File: src/rtl/dual_slot_ctrl_pipe_if.sv
// Fetch-side handshake and EX-stage control bundle of the dual-slot decoder.
// The decoder takes the slave view; the fetch/datapath side takes the master view.
interface dual_slot_ctrl_pipe_if #(
    parameter int IR_W  = 32,
    parameter int RA_W  = 3,
    parameter int CNT_W = 8
);
    logic             ir_valid;
    logic [IR_W-1:0]  ir;
    logic             ir_ready;
    logic             n_flag;

    logic             ex_valid;
    logic             regWrite1;
    logic             regWrite2;
    logic             z1Write;
    logic             n1Write;
    logic             c1Write;
    logic             v1Write;
    logic             z2Write;
    logic             n2Write;
    logic             c2Write;
    logic             v2Write;
    logic [1:0]       aluOp;
    logic             aluSrcA;
    logic             aluSrcB;
    logic             memRead;
    logic             memWrite;
    logic             branch;
    logic [1:0]       PcSrc;
    logic [RA_W-1:0]  rd1;
    logic [RA_W-1:0]  rd2;
    logic             illegal_op;
    logic [CNT_W-1:0] stall_cnt;
    logic [CNT_W-1:0] flush_cnt;

    modport slave (
        input  ir_valid, ir, n_flag,
        output ir_ready, ex_valid, regWrite1, regWrite2,
               z1Write, n1Write, c1Write, v1Write, z2Write, n2Write, c2Write, v2Write,
               aluOp, aluSrcA, aluSrcB, memRead, memWrite, branch, PcSrc,
               rd1, rd2, illegal_op, stall_cnt, flush_cnt
    );

    modport master (
        output ir_valid, ir, n_flag,
        input  ir_ready, ex_valid, regWrite1, regWrite2,
               z1Write, n1Write, c1Write, v1Write, z2Write, n2Write, c2Write, v2Write,
               aluOp, aluSrcA, aluSrcB, memRead, memWrite, branch, PcSrc,
               rd1, rd2, illegal_op, stall_cnt, flush_cnt
    );
endinterface

File: src/rtl/dual_slot_ctrl_pipe.sv
// Pipelined two-slot control decoder: decodes one bundle per cycle into a registered
// EX control word, with load-use / flag-use interlocks and taken-branch squash.
module dual_slot_ctrl_pipe #(
    parameter int IR_W      = 32,
    parameter int OP_W      = 5,
    parameter int RA_W      = 3,
    parameter int SLOT2_OFS = 16,
    parameter int CNT_W     = 8
) (
    input  logic                 clk,
    input  logic                 reset,
    dual_slot_ctrl_pipe_if.slave bus
);
    localparam int F_OFS  = OP_W;
    localparam int RD_OFS = OP_W + 3;
    localparam int RS_OFS = OP_W + 3 + RA_W;

    localparam logic [OP_W-1:0] OP_NOP    = OP_W'(0);
    localparam logic [OP_W-1:0] OP_RTYPE  = OP_W'(8);
    localparam logic [OP_W-1:0] OP_IMM    = OP_W'(5);
    localparam logic [OP_W-1:0] OP_LOAD   = OP_W'(10);
    localparam logic [OP_W-1:0] OP_STORE  = OP_W'(11);
    localparam logic [OP_W-1:0] OP_JUMP   = OP_W'(30);
    localparam logic [OP_W-1:0] OP_BRANCH = OP_W'(27);

    typedef struct packed {
        logic            vld;
        logic            rw1, rw2;
        logic            z1, n1, c1, v1, z2, n2, c2, v2;
        logic [1:0]      aop;
        logic            sa, sb, mr, mw, br;
        logic [1:0]      pc;
        logic [RA_W-1:0] rd1, rd2;
        logic            ill;
    } ex_t;

    typedef enum logic {RUN, BUBBLE} state_e;

    state_e           state_q, state_d;
    ex_t              ex_q, ex_d, dec;
    logic [CNT_W-1:0] stall_q, stall_d, flush_q, flush_d;

    logic [IR_W-1:0]  ir;
    logic [OP_W-1:0]  op1, op2;
    logic [2:0]       func1;
    logic [RA_W-1:0]  rd1f, rs1f, rd2f, rs2f;
    logic             rd_use1, rs_use1, rd_use2, rs_use2, is_br, ill1, ill2;
    logic             squash, load_use, flag_use, hazard;
    logic             ready, take, stall_evt, flush_evt;
    logic             unused_ir;

    assign ir        = bus.ir;
    assign unused_ir = ^ir;

    assign op1   = ir[0 +: OP_W];
    assign func1 = ir[F_OFS +: 3];
    assign rd1f  = ir[RD_OFS +: RA_W];
    assign rs1f  = ir[RS_OFS +: RA_W];
    assign op2   = ir[SLOT2_OFS +: OP_W];
    assign rd2f  = ir[SLOT2_OFS + RD_OFS +: RA_W];
    assign rs2f  = ir[SLOT2_OFS + RS_OFS +: RA_W];

    // Illegal slots decode as nop and read nothing, so they never cause an interlock.
    always_comb begin
        dec     = '0;
        rd_use1 = 1'b0;
        rs_use1 = 1'b0;
        rd_use2 = 1'b0;
        rs_use2 = 1'b0;
        is_br   = 1'b0;
        ill1    = 1'b0;
        ill2    = 1'b0;

        case (op1)
            OP_RTYPE: begin
                if (func1 inside {3'b100, 3'b011, 3'b010}) begin
                    dec.rw1 = 1'b1;
                    dec.sa  = 1'b1;
                    dec.z1  = 1'b1;
                    dec.n1  = 1'b1;
                    dec.rd1 = rd1f;
                    rd_use1 = 1'b1;
                    rs_use1 = 1'b1;
                    case (func1)
                        3'b100:  begin dec.aop = 2'b00; dec.c1 = 1'b1; dec.v1 = 1'b1; end
                        3'b011:  begin dec.aop = 2'b11; dec.c1 = 1'b1; end
                        default: dec.aop = 2'b10;
                    endcase
                end else begin
                    ill1 = 1'b1;
                end
            end
            OP_IMM: begin
                dec.rw1 = 1'b1;
                dec.sb  = 1'b1;
                {dec.z1, dec.n1, dec.c1, dec.v1} = 4'hF;
                dec.aop = 2'b01;
                dec.rd1 = rd1f;
                rs_use1 = 1'b1;
            end
            OP_NOP:  ;
            default: ill1 = 1'b1;
        endcase

        case (op2)
            OP_LOAD: begin
                dec.rw2 = 1'b1;
                dec.mr  = 1'b1;
                dec.z2  = 1'b1;
                dec.n2  = 1'b1;
                dec.rd2 = rd2f;
                rs_use2 = 1'b1;
            end
            OP_STORE: begin
                dec.mw  = 1'b1;
                dec.rd2 = rd2f;
                rs_use2 = 1'b1;
                rd_use2 = 1'b1;
            end
            OP_JUMP: dec.pc = 2'b10;
            OP_BRANCH: begin
                dec.br = 1'b1;
                dec.pc = bus.n_flag ? 2'b01 : 2'b00;
                is_br  = 1'b1;
            end
            OP_NOP:  ;
            default: ill2 = 1'b1;
        endcase

        // Same-bundle write to one register: the later slot owns the result.
        if (dec.rw1 && dec.rw2 && (dec.rd1 == dec.rd2))
            dec.rw1 = 1'b0;

        dec.ill = ill1 | ill2;
        dec.vld = 1'b1;
    end

    assign squash   = (ex_q.pc != 2'b00);
    assign load_use = ex_q.mr && ((rd_use1 && (rd1f == ex_q.rd2)) ||
                                  (rs_use1 && (rs1f == ex_q.rd2)) ||
                                  (rd_use2 && (rd2f == ex_q.rd2)) ||
                                  (rs_use2 && (rs2f == ex_q.rd2)));
    assign flag_use = is_br && (ex_q.n1 || ex_q.n2);
    assign hazard   = bus.ir_valid && (load_use || flag_use);

    always_comb begin
        state_d   = RUN;
        ready     = 1'b1;
        take      = 1'b0;
        stall_evt = 1'b0;
        flush_evt = 1'b0;

        case (state_q)
            RUN: begin
                if (squash) begin
                    flush_evt = bus.ir_valid;
                end else if (hazard) begin
                    ready     = 1'b0;
                    stall_evt = 1'b1;
                    state_d   = BUBBLE;
                end else begin
                    take = bus.ir_valid;
                end
            end
            // EX holds a bubble here, so no hazard or squash can be pending.
            BUBBLE: begin
                take    = bus.ir_valid;
                state_d = RUN;
            end
            default: state_d = RUN;
        endcase

        if (reset)
            ready = 1'b0;

        ex_d    = take ? dec : '0;
        stall_d = (stall_evt && (stall_q != {CNT_W{1'b1}})) ? stall_q + 1'b1 : stall_q;
        flush_d = (flush_evt && (flush_q != {CNT_W{1'b1}})) ? flush_q + 1'b1 : flush_q;
    end

    always_ff @(posedge clk or posedge reset) begin
        if (reset) begin
            state_q <= RUN;
            ex_q    <= '0;
            stall_q <= '0;
            flush_q <= '0;
        end else begin
            state_q <= state_d;
            ex_q    <= ex_d;
            stall_q <= stall_d;
            flush_q <= flush_d;
        end
    end

    assign bus.ir_ready   = ready;
    assign bus.ex_valid   = ex_q.vld;
    assign bus.regWrite1  = ex_q.rw1;
    assign bus.regWrite2  = ex_q.rw2;
    assign bus.z1Write    = ex_q.z1;
    assign bus.n1Write    = ex_q.n1;
    assign bus.c1Write    = ex_q.c1;
    assign bus.v1Write    = ex_q.v1;
    assign bus.z2Write    = ex_q.z2;
    assign bus.n2Write    = ex_q.n2;
    assign bus.c2Write    = ex_q.c2;
    assign bus.v2Write    = ex_q.v2;
    assign bus.aluOp      = ex_q.aop;
    assign bus.aluSrcA    = ex_q.sa;
    assign bus.aluSrcB    = ex_q.sb;
    assign bus.memRead    = ex_q.mr;
    assign bus.memWrite   = ex_q.mw;
    assign bus.branch     = ex_q.br;
    assign bus.PcSrc      = ex_q.pc;
    assign bus.rd1        = ex_q.rd1;
    assign bus.rd2        = ex_q.rd2;
    assign bus.illegal_op = ex_q.ill;
    assign bus.stall_cnt  = stall_q;
    assign bus.flush_cnt  = flush_q;
endmodule

File: src/flat_wrapper.sv
// flat-port wrapper written by rule: the top's interface ports become plain ports
module dual_slot_ctrl_pipe_flat 
#(
    parameter int IR_W      = 32,
    parameter int OP_W      = 5,
    parameter int RA_W      = 3,
    parameter int SLOT2_OFS = 16,
    parameter int CNT_W     = 8
)
  (clk, reset, bus_ir_valid, bus_ir, bus_n_flag, bus_ir_ready, bus_ex_valid, bus_regWrite1, bus_regWrite2, bus_z1Write, bus_n1Write, bus_c1Write, bus_v1Write, bus_z2Write, bus_n2Write, bus_c2Write, bus_v2Write, bus_aluOp, bus_aluSrcA, bus_aluSrcB, bus_memRead, bus_memWrite, bus_branch, bus_PcSrc, bus_rd1, bus_rd2, bus_illegal_op, bus_stall_cnt, bus_flush_cnt);
  dual_slot_ctrl_pipe_if #(.IR_W(IR_W), .RA_W(RA_W), .CNT_W(CNT_W)) bus_i ();
  input  logic clk;
  input  logic reset;
  input wire logic [$bits(bus_i.ir_valid)-1:0] bus_ir_valid;
  input wire logic [$bits(bus_i.ir)-1:0] bus_ir;
  input wire logic [$bits(bus_i.n_flag)-1:0] bus_n_flag;
  output wire logic [$bits(bus_i.ir_ready)-1:0] bus_ir_ready;
  output wire logic [$bits(bus_i.ex_valid)-1:0] bus_ex_valid;
  output wire logic [$bits(bus_i.regWrite1)-1:0] bus_regWrite1;
  output wire logic [$bits(bus_i.regWrite2)-1:0] bus_regWrite2;
  output wire logic [$bits(bus_i.z1Write)-1:0] bus_z1Write;
  output wire logic [$bits(bus_i.n1Write)-1:0] bus_n1Write;
  output wire logic [$bits(bus_i.c1Write)-1:0] bus_c1Write;
  output wire logic [$bits(bus_i.v1Write)-1:0] bus_v1Write;
  output wire logic [$bits(bus_i.z2Write)-1:0] bus_z2Write;
  output wire logic [$bits(bus_i.n2Write)-1:0] bus_n2Write;
  output wire logic [$bits(bus_i.c2Write)-1:0] bus_c2Write;
  output wire logic [$bits(bus_i.v2Write)-1:0] bus_v2Write;
  output wire logic [$bits(bus_i.aluOp)-1:0] bus_aluOp;
  output wire logic [$bits(bus_i.aluSrcA)-1:0] bus_aluSrcA;
  output wire logic [$bits(bus_i.aluSrcB)-1:0] bus_aluSrcB;
  output wire logic [$bits(bus_i.memRead)-1:0] bus_memRead;
  output wire logic [$bits(bus_i.memWrite)-1:0] bus_memWrite;
  output wire logic [$bits(bus_i.branch)-1:0] bus_branch;
  output wire logic [$bits(bus_i.PcSrc)-1:0] bus_PcSrc;
  output wire logic [$bits(bus_i.rd1)-1:0] bus_rd1;
  output wire logic [$bits(bus_i.rd2)-1:0] bus_rd2;
  output wire logic [$bits(bus_i.illegal_op)-1:0] bus_illegal_op;
  output wire logic [$bits(bus_i.stall_cnt)-1:0] bus_stall_cnt;
  output wire logic [$bits(bus_i.flush_cnt)-1:0] bus_flush_cnt;
  assign bus_i.ir_valid = bus_ir_valid;
  assign bus_i.ir = bus_ir;
  assign bus_i.n_flag = bus_n_flag;
  assign bus_ir_ready = bus_i.ir_ready;
  assign bus_ex_valid = bus_i.ex_valid;
  assign bus_regWrite1 = bus_i.regWrite1;
  assign bus_regWrite2 = bus_i.regWrite2;
  assign bus_z1Write = bus_i.z1Write;
  assign bus_n1Write = bus_i.n1Write;
  assign bus_c1Write = bus_i.c1Write;
  assign bus_v1Write = bus_i.v1Write;
  assign bus_z2Write = bus_i.z2Write;
  assign bus_n2Write = bus_i.n2Write;
  assign bus_c2Write = bus_i.c2Write;
  assign bus_v2Write = bus_i.v2Write;
  assign bus_aluOp = bus_i.aluOp;
  assign bus_aluSrcA = bus_i.aluSrcA;
  assign bus_aluSrcB = bus_i.aluSrcB;
  assign bus_memRead = bus_i.memRead;
  assign bus_memWrite = bus_i.memWrite;
  assign bus_branch = bus_i.branch;
  assign bus_PcSrc = bus_i.PcSrc;
  assign bus_rd1 = bus_i.rd1;
  assign bus_rd2 = bus_i.rd2;
  assign bus_illegal_op = bus_i.illegal_op;
  assign bus_stall_cnt = bus_i.stall_cnt;
  assign bus_flush_cnt = bus_i.flush_cnt;
  dual_slot_ctrl_pipe #(.IR_W(IR_W), .OP_W(OP_W), .RA_W(RA_W), .SLOT2_OFS(SLOT2_OFS), .CNT_W(CNT_W)) u_core (.clk(clk), .reset(reset), .bus(bus_i));
endmodule
File: config.mk
export PLATFORM = sky130hd
export DESIGN_NAME = dual_slot_ctrl_pipe_flat
export DESIGN_NICKNAME = d
export VERILOG_FILES = /design/src/rtl/dual_slot_ctrl_pipe_if.sv /design/src/rtl/dual_slot_ctrl_pipe.sv /design/src/flat_wrapper.sv
export SDC_FILE = /design/constraint.sdc
export NUM_CORES = 1
export LEC_CHECK = 0
export CAP_MARGIN = 20
export CORE_MARGIN = 5
export CORE_UTILIZATION = 39
export CTS_BUF_LIST = sky130_fd_sc_hd__clkbuf_4
export CTS_CLUSTER_SIZE = 16
export DETAILED_ROUTE_END_ITERATION = 12
export HOLD_SLACK_MARGIN = 0.12
export PLACE_DENSITY = 0.78
export SYNTH_ARGS = -nofsm -noshare
export SYNTH_HDL_FRONTEND = slang
export SYNTH_SLANG_ARGS = --single-unit
File: constraint.sdc
create_clock -name clk -period 1.85 [get_ports clk]
set_input_delay 0.2775 -clock clk [delete_from_list [all_inputs] [get_ports clk]]
set_output_delay 0.2775 -clock clk [all_outputs]
set_load 0.1 [all_outputs]
==> flow_summary.json <==
{
  "drive_above_1_share_pct": 60.3,
  "dr.pass1.iters": 4,
  "avgSynthCellArea_um2": 10.8,
  "cts_sinks": 38,
  "synth_mux_area_share_pct": 1.83,
  "postRouteWirelength_um": 5500,
  "cts-buffers-inserted": 5,
  "grt_most_used_layer": "met2",
  "hpwlAfterDp_um": 3830,
  "synth_compound_area_share_pct": 6.85,
  "core-area_um2": 4660,
  "cp-end-kind": "primary output",
  "synth_cell_types": 40,
  "antenna_found_initial": 0,
  "synthSimpleGateAreaFrac_pct": 21.0,
  "dieArea_um2": 6200,
  "final_cell_mix": "buf_4, clkdlybuf4s50_1, dfrtp_1",
  "fin_crit_sh_pct": 121,
  "port_buffers": 70,
  "ys_async_sr_fraction_pct": 100,
  "synth_top_area_cell": "dfrtp_1",
  "grt_use_total_pct": 16.4,
  "startpoint_type": "flip-flop",
  "antenna_cells": 0,
  "top_level_ports": 80,
  "clock_path_buffers": 2,
  "die_h_um": 78.8,
  "hold_buffers": 0,
  "num_vias": 1813,
  "grt_max_degree": 39,
  "leakagePower_uw": 0.00167,
  "synth_top_area_share_pct": 51.6,
  "grt_pass1_vias": 1773,
  "grt_setup_unrepaired": "true",
  "grt_use_met1_pct": 19.0,
  "vias_per_cell": 5.12,
  "ys_seq_area_share_pct": 51.6,
  "stdcell_area_um2": 3660,
  "peakVddDrop_mv": 0.400,
  "cts.clk_slew.worst_paths_ns": 0.12,
  "grt_pass1_wl_um": 8010,
  "place_congestion": 0.865,
  "ys_seq_elements": 38,
  "setup_viol_count_final": 30,
  "area_growth_pct": 98.6,
  "timing.hold.ws_ns": 0.362,
  "cap_violations": 0,
  "outcome": "finished, violations left",
  "met3_usage_pct": 4.42,
  "max_freq_mhz": 445,
  "row_count": 25,
  "final_common_cell": "buf_4",
  "clk_latency_ns": 0.34,
  "synth_xor_area_share_pct": 13.3,
  "clock_skew_ns": 0.00564,
  "finalHoldViolCount": 0,
  "final.min_clock_period_ns": 2.25,
  "fp.dieW_um": 78.8,
  "power_density_nw_per_um2": 610,
  "synth-adder-area-share_pct": 1.36,
  "synth_area_um2": 1840,
  "worstSetupPathType": "flip-flop to primary output",
  "synth-edff-count": 0,
  "finalSetupTns_ns": -7.37,
  "crit_required_ns": 1.57,
  "use_met2_pct": 30.2,
  "postRouteAntennaNets": 0,
  "clockRootBuffer": "clkbuf_4",
  "cts_tree": "done",
  "crit_fanout": 2,
  "fill_cells": 279,
  "postSynthCellCount": 171,
  "ys_top_cells_by_area": "dfrtp_1, xnor2_1, xor2_1",
  "finalPower_uw": 2230,
  "ys_warn_count": 0,
  "place_area_um2": 3160,
  "synth_top_family_by_area": "simple AND/OR/NAND/NOR gates",
  "setup_ws_ns": -0.396,
  "drc_errors": 0,
  "cp.arrival_ns": 1.97,
  "drt_iter0_drc": 53,
  "slew_viol_final": 0,
  "grt-ovfl-total": 0,
  "post_drt_wl_per_cell_um": 15.5,
  "finalNetCount": 337,
  "ys.flop_type": "dfrtp_1",
  "violations": "negative setup slack",
  "min-delay-path-class": "input port to flip-flop",
  "h-tree-depth": 2,
  "start_util_pct": 39.6
}
## cell usage after synthesis (2+ instances only)
| master | number |
|---|---|
| a21oi_1 | 5 |
| nor4_1 | 2 |
| and3_1 | 16 |
| o21ai_0 | 4 |
| ha_1 | 2 |
| buf_4 | 6 |
| or3_1 | 3 |
| nand3_1 | 4 |
| nor2_1 | 10 |
| dfrtp_1 | 38 |
| inv_1 | 3 |
| nor3b_1 | 2 |
| xnor2_1 | 14 |
| nand4_1 | 5 |
| nor4b_1 | 2 |
| nand2_1 | 10 |
| mux2_2 | 3 |
| o31ai_1 | 2 |
| nor3_1 | 4 |
| xor2_1 | 14 |
| a31oi_1 | 2 |
| nor2b_1 | 2 |
## cell families (layout without fill, tap and decap cells)
group,count (synthesis),after routing
muxes,3,3
xor gates and xnor gates,28,28
buffers and inverters,13,141
adders and majority gates,2,2
DFF,38,38
other,1,2
and+or+nand+nor,67,67
AOI/OAI and AO/OA,19,19
## report_power, final
group | leakage (uW) | total (uW) | internal, uW | switching [uW]
sequential | 0.000490 | 900 | 868 | 32.2
clock | 0.0000528 | 710 | 416 | 293
combinational | 0.00113 | 623 | 241 | 382
## registers in the layout, indices dropped and copies added, names as in the netlist, 2 cells and up
| register | flops |
|---|---|
| u_core.bus.stall_cnt | 8 |
| u_core.bus.rd2 | 3 |
| u_core.bus.rd1 | 3 |
| u_core.bus.PcSrc | 2 |
| u_core.bus.flush_cnt | 8 |
| u_core.bus.aluOp | 2 |
## layout make-up
cell class / instances / area, um2 / share of cell area [%]
clock inverter: 3 / 63.8 / 1.74
multi-input combinational: 121 / 1190 / 32.6
sequential: 38 / 998 / 27.3
timing repair buffer: 128 / 1280 / 34.9
timing repair inverter: 1 / 7.51 / 0.205
inverter: 4 / 17.5 / 0.478
clock buffer: 5 / 37.5 / 1.02
tap: 54 / 67.6 / 1.84
## per-layer routing
layer	vias up	routed length (um)	part of all wire (%)
met3	4	326	5.9
met2	58	2950	54
li1	849	-	-
met5	-	0	0
met1	902	2200	40
met4	0	31	0.56
## critical path: stages, from the launching register on
cell and delay, ns:
dfrtp_4 0.49, or3_1 0.32, or3_4 0.35, buf_6 0.13, nor2_4 0.13, nor2_4 0.05
buf_12 0.16
## timing repair
item                                    CTS  global route
pin swaps                                12            20
gates resized for setup                  33            44
gates cloned                              0             1
endpoints found under the setup margin   30            30
buffers inserted                          6             2
## through the flow
step | utilization, % | setup WS (ns) | std cells
after detailed placement | 67.9 | -0.585 | 339
after global routing | 78.6 | -0.462 | 354
after global placement | 67.9 | -0.546 | 339
after floorplan | - | -0.404 | 172
after CTS | 73.6 | -0.392 | 351
final | 78.6 | -0.396 | 354
## final timing paths
| path | from | end | depth (start not counted) | slack, ns |
|---|---|---|---|---|
| setup / recovery | u_core.bus.PcSrc[1] | bus_ir_ready | 6 | -0.40 |
| hold / removal | bus_ir[16] | u_core.bus.memRead | 3 | 0.36 |
| setup reg to reg | u_core.bus.PcSrc[1] | u_core.bus.stall_cnt[1] | 7 | -0.36 |
| hold reg to reg | u_core.bus.flush_cnt[6] | u_core.bus.flush_cnt[6] | 1 | 0.50 |
| max in group asynchronous | reset | u_core.bus.rd2[2] | 3 | 1.03 |
| min in group asynchronous | reset | u_core.bus.stall_cnt[2] | 3 | 0.44 |
No activity file was read; power rests on OpenSTA's default activity.
